`config.mk`:
```
export PLATFORM = sky130hd
export DESIGN_NAME = spike_rate_decoder_flat
export DESIGN_NICKNAME = d
export VERILOG_FILES = /design/src/rtl/spike_rate_decoder_if.sv /design/src/rtl/spike_rate_decoder.sv /design/src/flat_wrapper.sv
export SDC_FILE = /design/constraint.sdc
export NUM_CORES = 1
export LEC_CHECK = 0
export CAP_MARGIN = 30
export CORE_UTILIZATION = 35
export DETAILED_ROUTE_END_ITERATION = 16
export SLEW_MARGIN = 20
export SYNTH_ARGS = -nofsm -noshare
export SYNTH_HDL_FRONTEND = slang
export SYNTH_SLANG_ARGS = --single-unit
export TNS_END_PERCENT = 100
```
`constraint.sdc`:
```
create_clock -name clk -period 1.67 [get_ports clk]
set_input_delay 0.334 -clock clk [delete_from_list [all_inputs] [get_ports clk]]
set_output_delay 0.334 -clock clk [all_outputs]
set_load 0.03 [all_outputs]
```
`src/rtl/spike_rate_decoder_if.sv`:
```
// Handshake bundle for the spike rate decoder.
// master drives the request and spike stream; slave returns the results.
interface spike_rate_decoder_if #(
  parameter int WINDOW_LOG2 = 8,
  parameter int PROB_W      = 4
);
  logic                   start;
  logic                   en;
  logic                   spike_in;
  logic                   busy;
  logic                   done;
  logic [WINDOW_LOG2:0]   count_out;
  logic [PROB_W-1:0]      rate_out;

  modport master (
    output start, en, spike_in,
    input  busy, done, count_out, rate_out
  );

  modport slave (
    input  start, en, spike_in,
    output busy, done, count_out, rate_out
  );
endinterface

```
`src/rtl/spike_rate_decoder.sv`:
```
// Counts spikes over 2^WINDOW_LOG2 accepted samples and decodes a rate.
// Define SPIKE_RATE_DEC_CONT_EN for back-to-back continuous windows.
module spike_rate_decoder #(
  parameter int WINDOW_LOG2 = 8,
  parameter int PROB_W      = 4
) (
  input  logic                 clk,
  input  logic                 rst,
  spike_rate_decoder_if.slave  bus
);
  localparam logic [0:0] IDLE    = 1'b0;
  localparam logic [0:0] MEASURE = 1'b1;
  localparam logic [WINDOW_LOG2-1:0] LAST = '1;

  logic [0:0]             state_q, state_d;
  logic [WINDOW_LOG2-1:0] sample_q, sample_d;
  logic [WINDOW_LOG2:0]   spike_q, spike_d;
  logic [WINDOW_LOG2:0]   count_q, count_d;
  logic [PROB_W-1:0]      rate_q, rate_d;
  logic                   done_q, done_d;
  logic [WINDOW_LOG2:0]   total;

  // Running count including the sample on this cycle
  assign total = spike_q + (WINDOW_LOG2+1)'(bus.spike_in);

  // Next-state: start clears, accepted samples count, last sample latches results
  always_comb begin
    state_d  = state_q;
    sample_d = sample_q;
    spike_d  = spike_q;
    count_d  = count_q;
    rate_d   = rate_q;
    done_d   = 1'b0;
    if (state_q == IDLE) begin
      if (bus.start) begin
        state_d  = MEASURE;
        sample_d = '0;
        spike_d  = '0;
      end
    end else if (bus.start) begin
      sample_d = '0;
      spike_d  = '0;
    end else if (bus.en) begin
      if (sample_q == LAST) begin
        count_d  = total;
        rate_d   = total[WINDOW_LOG2] ? '1
                 : total[WINDOW_LOG2-1 -: PROB_W];
        done_d   = 1'b1;
        sample_d = '0;
        spike_d  = '0;
`ifdef SPIKE_RATE_DEC_CONT_EN
        state_d  = MEASURE;
`else
        state_d  = IDLE;
`endif
      end else begin
        sample_d = sample_q + 1'b1;
        spike_d  = total;
      end
    end
  end

  // State and result registers
  always_ff @(posedge clk or posedge rst) begin
    if (rst) begin
      state_q  <= IDLE;
      sample_q <= '0;
      spike_q  <= '0;
      count_q  <= '0;
      rate_q   <= '0;
      done_q   <= 1'b0;
    end else begin
      state_q  <= state_d;
      sample_q <= sample_d;
      spike_q  <= spike_d;
      count_q  <= count_d;
      rate_q   <= rate_d;
      done_q   <= done_d;
    end
  end

  assign bus.busy      = (state_q == MEASURE);
  assign bus.done      = done_q;
  assign bus.count_out = count_q;
  assign bus.rate_out  = rate_q;
endmodule

```
`src/flat_wrapper.sv`:
```
// flat-port wrapper written by rule: the top's interface ports become plain ports
module spike_rate_decoder_flat 
#(
  parameter int WINDOW_LOG2 = 8,
  parameter int PROB_W      = 4
)
  (clk, rst, bus_start, bus_en, bus_spike_in, bus_busy, bus_done, bus_count_out, bus_rate_out);
  spike_rate_decoder_if #(.WINDOW_LOG2(WINDOW_LOG2), .PROB_W(PROB_W)) bus_i ();
  input  logic clk;
  input  logic rst;
  input wire logic [$bits(bus_i.start)-1:0] bus_start;
  input wire logic [$bits(bus_i.en)-1:0] bus_en;
  input wire logic [$bits(bus_i.spike_in)-1:0] bus_spike_in;
  output wire logic [$bits(bus_i.busy)-1:0] bus_busy;
  output wire logic [$bits(bus_i.done)-1:0] bus_done;
  output wire logic [$bits(bus_i.count_out)-1:0] bus_count_out;
  output wire logic [$bits(bus_i.rate_out)-1:0] bus_rate_out;
  assign bus_i.start = bus_start;
  assign bus_i.en = bus_en;
  assign bus_i.spike_in = bus_spike_in;
  assign bus_busy = bus_i.busy;
  assign bus_done = bus_i.done;
  assign bus_count_out = bus_i.count_out;
  assign bus_rate_out = bus_i.rate_out;
  spike_rate_decoder #(.WINDOW_LOG2(WINDOW_LOG2), .PROB_W(PROB_W)) u_core (.clk(clk), .rst(rst), .bus(bus_i));
endmodule
```
==> impl_results.rst <==
.. list-table::
   :header-rows: 1

   * - Metric
     - Value
   * - Number of DRC markers after the initial detailed-route iteration
     - 73
   * - Arrival time of data at the critical path endpoint
     - 1.31 ns
   * - Cells after Synth
     - 145
   * - Distinct cells, synth
     - 27
   * - Number of levels in the clock H-tree
     - 2
   * - Worst Path Max Fanout
     - 2
   * - Initial antenna violation count
     - 0
   * - Core region area
     - 4090 µm²
   * - Final core area utilization
     - 0.521
   * - Die area
     - 4590 µm²
   * - Clock sink total
     - 32
   * - Number of clock buffers inserted by TritonCTS
     - 5
   * - Share of the synthesized area in the top cell type
     - 0.529
   * - Vias in the first global route
     - 1,182
   * - Setup repair after global routing missed its margin
     - no
   * - Worst Path Required
     - 1.34 ns
   * - Number of buffers added on ports
     - 19
   * - Total half-perimeter wirelength after legalization and detailed placement
     - 2170 µm
   * - Power Dens Cells
     - 708 nW/µm²
   * - Layout cell share with drive strength beyond 1
     - 0.249
   * - Slack of the critical path
     - 0.0299 ns
   * - Top post-synthesis cells by area
     - sky130_fd_sc_hd__dfrtp_1 (53%), sky130_fd_sc_hd__a21oi_1 (5.3%), sky130_fd_sc_hd__nor2_1 (3.5%), sky130_fd_sc_hd__a31oi_1 (3.3%), sky130_fd_sc_hd__ha_1 (3.3%)
   * - Proportion of register bits with asynchronous set or reset after synthesis
     - 1.00
   * - Leakage Power
     - 1.12 nW
   * - Most repeated cell in the gate-level netlist after synthesis
     - sky130_fd_sc_hd__dfrtp_1
   * - CTS hold repair buffers
     - 0
   * - IO Pins
     - 20
   * - Result of the run
     - completed
   * - Post-Syn Nets
     - 154
   * - Pre-CTS setup slack
     - -0.349 ns
   * - Placement Rows
     - 23
   * - Type of element capturing the critical path
     - output pin
   * - Post-DRT Antenna Nets
     - 0
   * - Average wire per cell in the routed design
     - 13.9 µm
   * - Crit share post-route
     - 0.982
   * - Initial standard-cell utilization of the core
     - 0.370
   * - Element type at the critical path start
     - flop
   * - Total of endpoints with negative setup slack in the final report
     - 0
   * - Cell types with the highest counts after synthesis
     - sky130_fd_sc_hd__dfrtp_1 (32), sky130_fd_sc_hd__a21oi_1 (16), sky130_fd_sc_hd__nor2_1 (14), sky130_fd_sc_hd__o21ai_0 (10), sky130_fd_sc_hd__nand2_1 (9)
   * - Total Nets Final
     - 197
   * - Vias post-DR
     - 1,267
   * - Clock transition at the register clock pins on the worst setup and hold paths after CTS
     - 0.06 ns
   * - Flip-flop and latch count after synthesis
     - 32
   * - Measured slew at the worst slew-check pin
     - 0.408 ns
   * - Post-route clock skew
     - 0.00462 ns
   * - Relative slew margins
     - 0.728
   * - Insertion delay of the later-clocked pin in the worst-skew pair
     - 0.29 ns
   * - Antenna Diode Count
     - 0
   * - Top flip-flop cell by instance count after synthesis
     - sky130_fd_sc_hd__dfrtp_1
   * - 1st-pass router iterations
     - 4
   * - Pin count of the biggest net entering global routing
     - 33
   * - Number of flops mapped to enable cells by yosys
     - 0
   * - Final Hold Fails
     - 0
   * - Standard cell with the maximum stage delay on the critical path
     - sky130_fd_sc_hd__clkdlybuf4s50_1
   * - Total Routed Length
     - 3330 µm
   * - Number of slew-limit violations in the final report
     - 0
   * - Netlist Area Pre-Place
     - 1510 µm²
   * - Internal reg-to-reg setup slack
     - 0.08 ns
   * - Synth area leader
     - sky130_fd_sc_hd__dfrtp_1
   * - Gp weighted congestion
     - 0.766
   * - Timing-limited maximum frequency
     - 0.610 GHz
   * - Critical path class
     - reg -> out
   * - Crit path time final
     - 1.64 ns
   * - Global routing usage summed across all routing layers
     - 0.161
   * - Clock Path Buffers
     - 2
   * - Area Growth Syn to Fin
     - 40.7%
   * - Die Y
     - 67.7 µm
   * - Worst min-delay path category
     - in -> async
   * - Wire length of the first global-routing pass
     - 5270 µm
   * - Max-cap violations
     - 0
   * - Clock Root Buffer
     - sky130_fd_sc_hd__clkbuf_8
   * - Worst ir drop on vdd
     - 0.384 mV
   * - TritonCTS clock tree
     - done
   * - GRT overflow
     - 0
   * - Count of yosys warnings during synthesis
     - 0
   * - Buf/Inv on CP
     - 1
   * - Post-synthesis area per instance
     - 10.4 µm²
   * - CP peak stage delay
     - 0.67 ns
   * - Vias per std cell
     - 5.30
   * - Post-synthesis sequential area ratio
     - 0.529
   * - DRC
     - 0
   * - Critical-path cell list
     - clkdlybuf4s50_1
   * - Worst path top cell family by delay
     - buffers and inverters
   * - Die outline width
     - 67.7 µm
-- layout make-up --
type                       count  area [µm²]
clock buffer                   8        90.1
fill                         375        1960
inverter                       2        7.51
multi-input combinational    105         741
sequential                    32         801
tap                           50        62.6
timing repair buffer          42         427
-- worst reg2reg max path, cell delays in order, from the launching register on --
cell and delay, ns:
sky130_fd_sc_hd__dfrtp_1 0.37, sky130_fd_sc_hd__ha_2 0.19, sky130_fd_sc_hd__and4_4 0.24, sky130_fd_sc_hd__and4bb_1 0.22, sky130_fd_sc_hd__buf_6 0.15, sky130_fd_sc_hd__mux2_4 0.30
-- worst paths after layout --
kind / end / start / cells past startpoint
setup / recovery: bus_rate_out[0] / u_core.bus.rate_out[0]$_DFFE_PP0P_ / 1
hold / removal: u_core.sample_q[1]$_DFFE_PP0P_ / rst / 3
setup reg to reg: u_core.bus.count_out[0]$_DFFE_PP0P_ / u_core.sample_q[0]$_DFFE_PP0P_ / 5
hold reg to reg: u_core.sample_q[7]$_DFFE_PP0P_ / u_core.sample_q[7]$_DFFE_PP0P_ / 1
max in group asynchronous: u_core.bus.done$_DFF_PP0_ / rst / 3
min in group clk: u_core.sample_q[7]$_DFFE_PP0P_ / u_core.sample_q[7]$_DFFE_PP0P_ / 1
-- state kept, by name, summed over array words and instances (netlist names) --
| signal | count |
|---|---|
| u_core.bus.count_out | 9 |
| u_core.spike_q | 9 |
| u_core.sample_q | 8 |
| u_core.bus.rate_out | 4 |
| u_core.bus.busy | 1 |
| u_core.bus.done | 1 |
-- placed cells by master (no fill, tap or decap), drive strengths merged, types with 5 or more instances in the layout --
cell type,n
nor2,14
and3,5
a21oi,16
buf,21
xnor2,5
nand2,9
a31oi,8
o21ai,10
clkdlybuf4s50,7
nand3,6
dfrtp,32
dlymetal6s2s,11
clkbuf,9
-- routing by layer --
metal | up-vias | routed length (µm) | global-route usage
met5 | - | 0 | 0
met4 | 0 | 74 | 0.0957
met3 | 8 | 108 | 0.0405
met2 | 26 | 1720 | 0.269
met1 | 626 | 1430 | 0.183
li1 | 607 | - | -
-- report_power, final --
part           switching [mW]  internal [mW]
combinational          0.0560         0.0497
clock                   0.272          0.336
sequential            0.00931          0.784
total                   0.338           1.17
-- metrics by stage --
step           hold slack, ns  power, mW  std cells  TNS, ns  instance area [µm²]
6_report                0.428       1.51        239        0                 2130
4_1_cts                 0.441       1.52        236        0                 2000
3_5_place_dp            0.481      0.905        228    -4.66                 1870
3_3_place_gp            0.464      0.900        228    -3.97                 1870
5_1_grt                 0.486       1.57        239        0                 2130
2_1_floorplan           0.442      0.852        145        0                 1510
-- cells by family after synthesis --
logic type	after synthesis	synth area share
and+or+nand+nor	47	0.159
AOI/OAI and AO/OA	42	0.162
DFF	32	0.529
xor gates and xnor gates	9	0.0521
buffers and inverters	8	0.0422
adders and majority gates	4	0.0331
muxes	3	0.0223
-- repair_timing --
item                                    in CTS  in global routing
resized for setup                            8                 26
cloned                                       0                  2
endpoints found under the setup margin       7                 22
pin swaps                                    0                  3
buffers inserted                             0                  1
No activity file was read; power rests on OpenSTA's default activity.
